==> config.mk <==
export PLATFORM = sky130hd
export DESIGN_NAME = apu_reg_file
export DESIGN_NICKNAME = d
export VERILOG_FILES = /design/src/rtl/apu_pkg.sv /design/src/rtl/apu_sq_regs.sv /design/src/rtl/apu_reg_file.sv
export SDC_FILE = /design/constraint.sdc
export NUM_CORES = 1
export LEC_CHECK = 0
export CAP_MARGIN = 10
export CORE_MARGIN = 5
export CORE_UTILIZATION = 45
export DETAILED_ROUTE_END_ITERATION = 6
export MAX_ROUTING_LAYER = met4
export PLACE_DENSITY_LB_ADDON = 0.25
export SYNTH_ARGS = -nofsm -noshare
export SYNTH_HDL_FRONTEND = slang
export SYNTH_SLANG_ARGS = --single-unit
==> constraint.sdc <==
create_clock -name clk -period 1.7 [get_ports clk]
set_input_delay 0.51 -clock clk [delete_from_list [all_inputs] [get_ports clk]]
set_output_delay 0.51 -clock clk [all_outputs]
set_load 0.01 [all_outputs]
==> src/rtl/apu_pkg.sv <==
`default_nettype none
// ============================================================================
// Module      : apu_pkg
// Description : Register offsets, read masks and NR52 constant bits for the
//               sound-block register file.
// Revision    : 1.0 - initial release
// ============================================================================
package apu_pkg;

    localparam logic [7:0] c_OFF_NR10 = 8'd0;
    localparam logic [7:0] c_OFF_NR11 = 8'd1;
    localparam logic [7:0] c_OFF_NR12 = 8'd2;
    localparam logic [7:0] c_OFF_NR13 = 8'd3;
    localparam logic [7:0] c_OFF_NR14 = 8'd4;
    localparam logic [7:0] c_OFF_NR21 = 8'd6;
    localparam logic [7:0] c_OFF_NR22 = 8'd7;
    localparam logic [7:0] c_OFF_NR23 = 8'd8;
    localparam logic [7:0] c_OFF_NR24 = 8'd9;
    localparam logic [7:0] c_OFF_NR50 = 8'd20;
    localparam logic [7:0] c_OFF_NR51 = 8'd21;
    localparam logic [7:0] c_OFF_NR52 = 8'd22;

    localparam logic [7:0] c_MASK_NR10     = 8'h80;
    localparam logic [7:0] c_MASK_NRX1     = 8'h3F;
    localparam logic [7:0] c_MASK_NRX2     = 8'h00;
    localparam logic [7:0] c_MASK_NRX3     = 8'hFF;
    localparam logic [7:0] c_MASK_NRX4     = 8'hBF;
    localparam logic [7:0] c_MASK_NR50     = 8'h00;
    localparam logic [7:0] c_MASK_NR51     = 8'h00;
    localparam logic [7:0] c_MASK_UNMAPPED = 8'hFF;

    localparam logic [2:0] c_NR52_FILL = 3'b111;
    localparam logic [1:0] c_NR52_ZERO = 2'b00;

endpackage
`default_nettype wire

==> src/rtl/apu_sq_regs.sv <==
`default_nettype none
// ============================================================================
// Module      : apu_sq_regs
// Description : One pulse channel's NRx1..NRx4 storage, strobes and read mux.
// Revision    : 1.0 - initial release
// ============================================================================
module apu_sq_regs
    import apu_pkg::*;
#(
    parameter logic [7:0] OFF_X1 = c_OFF_NR11
) (
    input  logic        clk,
    input  logic        rst_n,
    input  logic        wr_en,      // qualified by address window and power
    input  logic        clr,
    input  logic [7:0]  off,
    input  logic [7:0]  wdata,
    output logic        rd_hit,
    output logic [7:0]  rd_val,
    output logic [1:0]  duty,
    output logic [5:0]  lenLoad,
    output logic [3:0]  startVol,
    output logic        envAdd,
    output logic [2:0]  period,
    output logic [10:0] freq,
    output logic        lenEnable,
    output logic        trigger,
    output logic        lenStb
);

    localparam logic [7:0] c_OFF_X2 = OFF_X1 + 8'd1;
    localparam logic [7:0] c_OFF_X3 = OFF_X1 + 8'd2;
    localparam logic [7:0] c_OFF_X4 = OFF_X1 + 8'd3;

    logic [1:0]  r_duty;
    logic [5:0]  r_len_load;
    logic [3:0]  r_start_vol;
    logic        r_env_add;
    logic [2:0]  r_period;
    logic [10:0] r_freq;
    logic        r_len_enable;
    logic        r_trigger;
    logic        r_len_stb;

    always_ff @(posedge clk or negedge rst_n) begin
        if (!rst_n) begin
            r_duty       <= 2'd0;
            r_len_load   <= 6'd0;
            r_start_vol  <= 4'd0;
            r_env_add    <= 1'b0;
            r_period     <= 3'd0;
            r_freq       <= 11'd0;
            r_len_enable <= 1'b0;
            r_trigger    <= 1'b0;
            r_len_stb    <= 1'b0;
        end else begin
            r_trigger <= 1'b0;
            r_len_stb <= 1'b0;
            if (clr) begin
                r_duty       <= 2'd0;
                r_len_load   <= 6'd0;
                r_start_vol  <= 4'd0;
                r_env_add    <= 1'b0;
                r_period     <= 3'd0;
                r_freq       <= 11'd0;
                r_len_enable <= 1'b0;
            end else if (wr_en) begin
                case (off)
                    OFF_X1: begin
                        r_duty     <= wdata[7:6];
                        r_len_load <= wdata[5:0];
                        r_len_stb  <= 1'b1;
                    end
                    c_OFF_X2: begin
                        r_start_vol <= wdata[7:4];
                        r_env_add   <= wdata[3];
                        r_period    <= wdata[2:0];
                    end
                    c_OFF_X3: r_freq[7:0] <= wdata;
                    c_OFF_X4: begin
                        // Trigger bit is an action, not state
                        r_trigger     <= wdata[7];
                        r_len_enable  <= wdata[6];
                        r_freq[10:8]  <= wdata[2:0];
                    end
                    default: ;
                endcase
            end
        end
    end

    always_comb begin
        rd_hit = 1'b1;
        rd_val = c_MASK_UNMAPPED;
        case (off)
            OFF_X1:   rd_val = {r_duty, r_len_load} | c_MASK_NRX1;
            c_OFF_X2: rd_val = {r_start_vol, r_env_add, r_period} | c_MASK_NRX2;
            c_OFF_X3: rd_val = r_freq[7:0] | c_MASK_NRX3;
            c_OFF_X4: rd_val = {1'b0, r_len_enable, 3'b000, r_freq[10:8]} | c_MASK_NRX4;
            default:  rd_hit = 1'b0;
        endcase
    end

    assign duty      = r_duty;
    assign lenLoad   = r_len_load;
    assign startVol  = r_start_vol;
    assign envAdd    = r_env_add;
    assign period    = r_period;
    assign freq      = r_freq;
    assign lenEnable = r_len_enable;
    assign trigger   = r_trigger;
    assign lenStb    = r_len_stb;

endmodule
`default_nettype wire

==> src/rtl/apu_reg_file.sv <==
`default_nettype none
// ============================================================================
// Module      : apu_reg_file
// Description : CPU-facing sound register file (FF10..FF26 window).
// Revision    : 1.0 - initial release
// ============================================================================
module apu_reg_file
    import apu_pkg::*;
#(
    parameter logic [7:0] BASE = 8'h10
) (
    input  logic        clk,
    input  logic        rst_n,
    input  logic        wr_en,
    input  logic        rd_en,
    input  logic [7:0]  addr,
    input  logic [7:0]  wdata,
    output logic [7:0]  rdata,
    input  logic        sq1_active,
    input  logic        sq2_active,
    output logic [2:0]  sq1_swpPd,
    output logic        sq1_negate,
    output logic [2:0]  sq1_shift,
    output logic [1:0]  sq1_duty,
    output logic [5:0]  sq1_lenLoad,
    output logic [3:0]  sq1_startVol,
    output logic        sq1_envAdd,
    output logic [2:0]  sq1_period,
    output logic [10:0] sq1_freq,
    output logic        sq1_lenEnable,
    output logic        sq1_trigger,
    output logic        sq1_lenStb,
    output logic [1:0]  sq2_duty,
    output logic [5:0]  sq2_lenLoad,
    output logic [3:0]  sq2_startVol,
    output logic        sq2_envAdd,
    output logic [2:0]  sq2_period,
    output logic [10:0] sq2_freq,
    output logic        sq2_lenEnable,
    output logic        sq2_trigger,
    output logic        sq2_lenStb,
    output logic [2:0]  vol_l,
    output logic [2:0]  vol_r,
    output logic        vin_l,
    output logic        vin_r,
    output logic [7:0]  pan,
    output logic        power
);

    logic [7:0] w_off;
    logic       w_in_win;
    logic       w_wr_nr52;
    logic       w_wr_fld;
    logic       w_pwr_off;
    logic       w_sq1_hit;
    logic       w_sq2_hit;
    logic [7:0] w_sq1_rd;
    logic [7:0] w_sq2_rd;
    logic [7:0] w_rd_val;

    logic [6:0] r_nr10;
    logic [7:0] r_nr50;
    logic [7:0] r_nr51;
    logic       r_power;
    logic [7:0] r_rdata;

    assign w_off     = addr - BASE;
    assign w_in_win  = (addr >= BASE) && (w_off <= c_OFF_NR52);
    assign w_wr_nr52 = wr_en && w_in_win && (w_off == c_OFF_NR52);
    // Field writes are blocked while powered down; NR52 itself stays writable
    assign w_wr_fld  = wr_en && w_in_win && r_power && (w_off != c_OFF_NR52);
    assign w_pwr_off = w_wr_nr52 && !wdata[7];

    always_ff @(posedge clk or negedge rst_n) begin
        if (!rst_n) begin
            r_nr10  <= 7'd0;
            r_nr50  <= 8'd0;
            r_nr51  <= 8'd0;
            r_power <= 1'b1;
            r_rdata <= 8'd0;
        end else begin
            if (rd_en) r_rdata <= w_rd_val;
            if (w_pwr_off) begin
                r_nr10 <= 7'd0;
                r_nr50 <= 8'd0;
                r_nr51 <= 8'd0;
            end else if (w_wr_fld) begin
                case (w_off)
                    c_OFF_NR10: r_nr10 <= wdata[6:0];
                    c_OFF_NR50: r_nr50 <= wdata;
                    c_OFF_NR51: r_nr51 <= wdata;
                    default: ;
                endcase
            end
            if (w_wr_nr52) r_power <= wdata[7];
        end
    end

    always_comb begin
        w_rd_val = c_MASK_UNMAPPED;
        if (w_in_win) begin
            case (w_off)
                c_OFF_NR10: w_rd_val = {1'b0, r_nr10} | c_MASK_NR10;
                c_OFF_NR50: w_rd_val = r_nr50 | c_MASK_NR50;
                c_OFF_NR51: w_rd_val = r_nr51 | c_MASK_NR51;
                c_OFF_NR52: w_rd_val = {r_power, c_NR52_FILL, c_NR52_ZERO, sq2_active, sq1_active};
                default: begin
                    if (w_sq1_hit)      w_rd_val = w_sq1_rd;
                    else if (w_sq2_hit) w_rd_val = w_sq2_rd;
                end
            endcase
        end
    end

    apu_sq_regs #(.OFF_X1(c_OFF_NR11)) u_sq1 (
        .clk       (clk),
        .rst_n     (rst_n),
        .wr_en     (w_wr_fld),
        .clr       (w_pwr_off),
        .off       (w_off),
        .wdata     (wdata),
        .rd_hit    (w_sq1_hit),
        .rd_val    (w_sq1_rd),
        .duty      (sq1_duty),
        .lenLoad   (sq1_lenLoad),
        .startVol  (sq1_startVol),
        .envAdd    (sq1_envAdd),
        .period    (sq1_period),
        .freq      (sq1_freq),
        .lenEnable (sq1_lenEnable),
        .trigger   (sq1_trigger),
        .lenStb    (sq1_lenStb)
    );

    apu_sq_regs #(.OFF_X1(c_OFF_NR21)) u_sq2 (
        .clk       (clk),
        .rst_n     (rst_n),
        .wr_en     (w_wr_fld),
        .clr       (w_pwr_off),
        .off       (w_off),
        .wdata     (wdata),
        .rd_hit    (w_sq2_hit),
        .rd_val    (w_sq2_rd),
        .duty      (sq2_duty),
        .lenLoad   (sq2_lenLoad),
        .startVol  (sq2_startVol),
        .envAdd    (sq2_envAdd),
        .period    (sq2_period),
        .freq      (sq2_freq),
        .lenEnable (sq2_lenEnable),
        .trigger   (sq2_trigger),
        .lenStb    (sq2_lenStb)
    );

    assign rdata      = r_rdata;
    assign sq1_swpPd  = r_nr10[6:4];
    assign sq1_negate = r_nr10[3];
    assign sq1_shift  = r_nr10[2:0];
    assign vin_l      = r_nr50[7];
    assign vol_l      = r_nr50[6:4];
    assign vin_r      = r_nr50[3];
    assign vol_r      = r_nr50[2:0];
    assign pan        = r_nr51;
    assign power      = r_power;

endmodule
`default_nettype wire

==> reports/metrics.csv, run 1 <==
metric;value;unit
Synth top area share;50.5;%
Placed Instance Area;6580;µm²
#FFs+latches synth;92;
Detailed Place HPWL;10800;µm
Yosys cell types;60;
Antenna Nets Post-Route;0;
Final min period;1.95;ns
main flop type after synthesis;dfrtp_1;
Reg clk slew, reported paths;0.10;ns
Leak Pwr;3.72;nW
most frequent cell after synthesis;dfrtp_1;
root buffer cell;clkbuf_8;
drt wl/cell;23.1;µm
die footprint;12100;µm²
switch share;26.1;%
Post-synth EDFFs;0;
critical path capture point type;flop;
cts bufs inserted;9;
Synth Warn #;0;
Vias/cell;5.85;
H-tree depth;3;
sequential power share;48.9;%
peak supply drop;0.000594;V
leading area contributor after synthesis;dfrtp_1;
Mapped Area;4510;µm²
hold slack;0.0469;ns
final RePlAce weighted congestion;0.939;
Starting Density;46.2;%
core region area;9770;µm²
NetSw;1.18;mW
clk_skew;0.0146;ns
P per Cell Area;597;nW/µm²
# diodes;0;
Layout Cells excl Fill;769;
syn avg cell area;11.1;µm²
initial antenna violation count;0;
fraction of layout cells with a size suffix above 1;36.3;%
Slew @ Worst Pin;0.423;ns
I/O pin count;114;
largest net degree at the start of global routing;44;
Final #Nets;656;
CTS tree;yes;
RSZ-0062 raised after global routing;true;
Place WS;-1.10;ns
Setup crit start kind;input port;
fin crit share;115;%
Pre-antenna DRT Iters;4;
Total Routed Length;17700;µm
vias in the first global route;4572;
Synth-to-Final Area Change;67.1;%
status;complete, but fails checks;
Final Util;77.1;%
HP Class;input port to async pin;
# rows;36;
critical path data arrival time;2.22;ns
clk buf depth;2;
Worst Setup Path Type;input port to flop;
DRC violations left;0;
Die W;110;µm
final instance area;7540;µm²
Max Cap Violations;0;
final slew viol count;0;
Commonest cells post-synth;91 x dfrtp_1, 70 x nor2_1, 66 x mux2i_1;
setup TNS;-12.86;ns
failing checks;setup timing;
Max Freq;512;MHz
Port Buffers;113;
Max-slew headroom;71.8;%
Vert. Die Dim;110;µm
placed insts;711;
GR Overflow Total;0;
first-pass GRT wire length;24800;µm
largest cells by area after synthesis;dfrtp_1 50%, mux2i_1 15%, nor2_1 5.8%;
overall routing resource usage;27.8;%
Comb power frac;14.0;%
Pwr Total;4.50;mW
worst path required time;1.96;ns
Final WS setup;-0.253;ns
cell count after synthesis;408;
CP max FO;6;
syn_nets;433;
Filler Cells Inserted;672;
via count;4502;
Setup Viol. Count Final;90;
Clk pwr share;37.0;%
FFs w/ async S/R, synth;100;%
Seq/Total Area, Yosys;51.1;%
CTS sink cnt;92;
Final Hold Fails;0;
Iter 0 DRT Violations;344;
Clk Latency, worst-skew pair;0.37;ns
P_int;3.32;mW
## critical path, stage by stage
cell and delay, ns:
buf_12 0.12, inv_12 0.05, buf_6 0.09, ha_4 0.18, nand4_4 0.20, buf_6 0.18
buf_6 0.10, buf_6 0.11, a21oi_4 0.19, a22oi_2 0.12, buf_4 0.17, a22o_1 0.19
## routing by layer
layer  vias to the layer above  track usage, %  share of wire [%]  wire, µm
li1                       1921               -                  -         -
met1                      2275            35.7                 40      7130
met2                       240            46.6                 50      8910
met3                        66            4.48                6.0      1060
met4                         0            6.68                3.6       642
met5                         -               -                  0         0
## power groups by stage
stage	registers, mW	clock network, mW	logic (mW)
CTS	2.20	1.67	0.557
finish	2.20	1.67	0.632
floorplan	2.25	0	0.177
global placement	2.25	0	0.466
detailed placement	2.25	0	0.475
global route	2.20	1.76	0.662
## worst paths after layout
kind,start,endpoint,slack (ns),cells after the start
worst min-delay path,rst_n,r_nr10[1]$_DFFE_PN0P_,0.05,1
worst min register to register,u_sq1.freq[7]$_DFFE_PN0P_,u_sq1.freq[7]$_DFFE_PN0P_,0.49,1
worst max register to register,power$_DFFE_PN1P_,u_sq2.freq[3]$_DFFE_PN0P_,-0.25,7
worst max-delay path,addr[5],u_sq2.lenLoad[3]$_DFFE_PN0P_,-0.25,12
max in group asynchronous,rst_n,pan[5]$_DFFE_PN0P_,1.11,2
min in group clk,u_sq1.freq[7]$_DFFE_PN0P_,u_sq1.freq[7]$_DFFE_PN0P_,0.49,1
## cell usage in the layout (no fill, tap or decap), types with 5 or more instances in the layout
cell	netlist	layout
a21oi_1	13	9
a22o_1	15	15
buf_12	0	15
buf_4	0	70
buf_6	0	39
clkbuf_8	0	9
clkdlybuf4s50_1	0	11
dfrtp_1	91	91
dlygate4sd2_1	0	92
inv_1	10	7
mux2i_1	66	64
nand2_1	14	10
nor2_1	70	67
o21a_1	5	5
o21ai_2	1	6
o221ai_2	0	6
## sequential cells by signal (all words and copies together) (netlist names), 2 cells and up
signal and count:
u_sq1.freq 11, u_sq2.freq 11, pan 8, r_nr50 8, rdata 8, r_nr10 7
u_sq1.lenLoad 6, u_sq2.lenLoad 6, u_sq1.startVol 4, u_sq2.startVol 4, u_sq1.period 3, u_sq2.period 3
u_sq1.duty 2, u_sq2.duty 2
## kinds of logic after synthesis
logic type / Yosys count / share of synthesized area [%]
muxes: 67 / 14.9
AOI/OAI and AO/OA: 89 / 16.8
DFF: 92 / 51.1
adders and majority gates: 3 / 0.832
buffers and inverters: 37 / 3.30
and+or+nand+nor: 120 / 13.1
## repair_timing
item | in CTS | in global routing
resized for setup | 184 | 75
hold buffers | 0 | 0
endpoints found under the setup margin | 184 | 93
buffers inserted | 31 | 19
gates cloned | 3 | 2
pin swaps | 35 | 40
hold endpoints to repair | 0 | 0
## cell type report
type / count / area (µm²) / area share (%)
timing repair buffer: 237 / 2280 / 30.3
tap: 133 / 166 / 2.21
sequential: 92 / 2300 / 30.6
clock buffer: 9 / 124 / 1.64
multi-input combinational: 281 / 2510 / 33.3
clock inverter: 7 / 97.6 / 1.29
inverter: 10 / 57.6 / 0.763
(Power assumes the default switching activity.)
==> run 2, diff against run 1 <==
CORE_UTILIZATION = 46   (was 45)
CTS_BUF_LIST = sky130_fd_sc_hd__clkbuf_2   (was not set)
==> reports/metrics.csv, run 2 (same netlist as run 1, synthesis figures left out) <==
metric;value;unit;change
status;complete, but fails checks;;unchanged
failing checks;setup timing;;unchanged
clk_skew;0.0112;ns;was 0.0146 ns
Vert. Die Dim;109;µm;was 110 µm
Detailed Place HPWL;10700;µm;was 10800 µm
Critical Path Most Common Cell;buf_6;;unchanged
H-tree depth;3;;unchanged
worst path required time;2.19;ns;was 1.96 ns
first-pass GRT wire length;25400;µm;was 24800 µm
critical path capture point type;flop;;unchanged
I/O pin count;114;;unchanged
Max-slew headroom;61.0;%;was 71.8%
Leak Pwr;3.72;nW;about the same
NetSw;1.06;mW;was 1.18 mW
DRC violations left;0;;unchanged
CP peak stage delay;0.59;ns;was 0.20 ns
Final #Nets;712;;was 656
fin crit share;118;%;was 115%
peak supply drop;0.000447;V;was 0.000594 V
critical path, cell by cell;buf_6 -> o2111ai_4 -> buf_12 -> buf_6 -> a2111o_1 -> buf_6 -> mux2i_2 -> nor2_1;;was buf_12 -> inv_12 -> buf_6 -> ha_4 -> nand4_4 -> buf_6 -> buf_6 -> buf_6 -> a21oi_4 -> a22oi_2 -> buf_4 -> a22o_1
Worst Setup Path Type;flop to flop;;was input port to flop
critical path data arrival time;2.50;ns;was 2.22 ns
CTS sink cnt;92;;unchanged
Reg clk slew, reported paths;0.24;ns;was 0.10 ns
Setup crit start kind;flop;;was input port
CTS tree;yes;;unchanged
Port Buffers;113;;unchanged
Final Util;77.4;%;was 77.1%
final slew viol count;0;;unchanged
final instance area;7490;µm²;was 7540 µm²
final RePlAce weighted congestion;0.918;;was 0.939
Placed Instance Area;6640;µm²;was 6580 µm²
fraction of layout cells with a size suffix above 1;51.7;%;was 36.3%
HP Class;input port to async pin;;unchanged
setup TNS;-9.96;ns;was -12.86 ns
RSZ-0062 raised after global routing;true;;unchanged
P per Cell Area;535;nW/µm²;was 597 nW/µm²
Clk Latency, worst-skew pair;0.57;ns;was 0.37 ns
Pre-antenna DRT Iters;6;;was 4
Layout Cells excl Fill;824;;was 769
sequential power share;55.1;%;was 48.9%
Total Routed Length;17700;µm;about the same
GR Overflow Total;0;;unchanged
r2r worst-path depth;8;;was 7
CP max FO;5;;was 6
largest net degree at the start of global routing;63;;was 44
P_int;2.95;mW;was 3.32 mW
via count;4764;;was 4502
placed insts;715;;was 711
Die W;109;µm;was 110 µm
root buffer cell;clkbuf_2;;was clkbuf_8
most frequent cells in the layout;141 x buf_4, 91 x dfrtp_1, 79 x buf_2, 65 x nor2_1, 63 x mux2i_1;;was 92 x dlygate4sd2_1, 91 x dfrtp_1, 70 x buf_4, 67 x nor2_1, 64 x mux2i_1
clk buf depth;2;;unchanged
core region area;9680;µm²;was 9770 µm²
Slowest cell on crit path;dfstp_2;;was nand4_4
Pwr Total;4.01;mW;was 4.50 mW
initial antenna violation count;0;;unchanged
Starting Density;46.6;%;was 46.2%
drt wl/cell;21.4;µm;was 23.1 µm
Iter 0 DRT Violations;465;;was 344
Vias/cell;5.78;;was 5.85
Clk pwr share;30.5;%;was 37.0%
most common cell after layout, fill and taps aside;buf_4;;was dlygate4sd2_1
cts bufs inserted;9;;unchanged
Comb power frac;14.5;%;was 14.0%
Final Hold Fails;0;;unchanged
Final WS setup;-0.304;ns;was -0.253 ns
overall routing resource usage;29.1;%;was 27.8%
Max Freq;499;MHz;was 512 MHz
Slew @ Worst Pin;0.585;ns;was 0.423 ns
Place WS;-1.11;ns;was -1.10 ns
# rows;36;;unchanged
switch share;26.5;%;was 26.1%
# diodes;0;;unchanged
vias in the first global route;4668;;was 4572
die footprint;11900;µm²;was 12100 µm²
Setup Viol. Count Final;82;;was 90
hold slack;0.409;ns;was 0.0469 ns
Max Cap Violations;0;;unchanged
Antenna Nets Post-Route;0;;unchanged
Synth-to-Final Area Change;66.1;%;was 67.1%
Final min period;2.00;ns;was 1.95 ns
-- run 2: worst paths after layout --
path                                              to                       from  slack (ns)
hold / removal                 r_nr50[7]$_DFFE_PN0P_                      rst_n        0.41
max in group asynchronous  u_sq1.freq[8]$_DFFE_PN0P_                      rst_n        0.97
setup reg to reg               r_nr50[5]$_DFFE_PN0P_          power$_DFFE_PN1P_       -0.30
min in group clk           u_sq2.freq[7]$_DFFE_PN0P_  u_sq2.freq[7]$_DFFE_PN0P_        0.54
hold reg to reg            u_sq2.freq[7]$_DFFE_PN0P_  u_sq2.freq[7]$_DFFE_PN0P_        0.54
setup / recovery               r_nr50[5]$_DFFE_PN0P_          power$_DFFE_PN1P_       -0.30
-- run 2: area by class of cell --
| class | count | area [µm²] |
|---|---|---|
| Clock buffer | 10 | 50.0 |
| Sequential cell | 92 | 2300 |
| Timing Repair Buffer | 294 | 2440 |
| Fill cell | 612 | 2190 |
| Tap cell | 133 | 166 |
| Clock inverter | 5 | 77.6 |
| Multi-Input combinational cell | 280 | 2390 |
| Inverter | 10 | 55.1 |
-- run 2: per-layer routing --
metal	part of all wire, %	GRT usage (%)
met1	39	37.7
met2	51	47.9
met3	6.7	3.85
met4	3.4	8.57
met5	0	-
-- run 2: power by group through the flow --
stage | logic (mW) | clock network [mW] | registers [mW]
2_1_floorplan | 0.177 | 0 | 2.25
3_3_place_gp | 0.481 | 0 | 2.25
3_5_place_dp | 0.491 | 0 | 2.25
4_1_cts | 0.541 | 1.23 | 2.21
5_1_grt | 0.611 | 1.32 | 2.21
6_report | 0.580 | 1.22 | 2.21
-- run 2: worst max-delay path: cells and delay by family, from the launching register on --
family	cells	cell delay, ns
multiplexers	1	0.21
buffers and inverters	4	0.56
AO/OA/AOI/OAI	2	0.50
AND/OR/NAND/NOR	1	0.07
flip-flops	1	0.59
-- run 2: what timing repair did --
action                                  in CTS  in global routing
cloned                                       6                  0
hold buffers                                 1                  0
pin swaps                                   27                 12
gates resized for setup                    434                 44
buffers inserted                            67                 22
endpoints found under the setup margin     184                167
endpoints found under the hold margin       91                  0
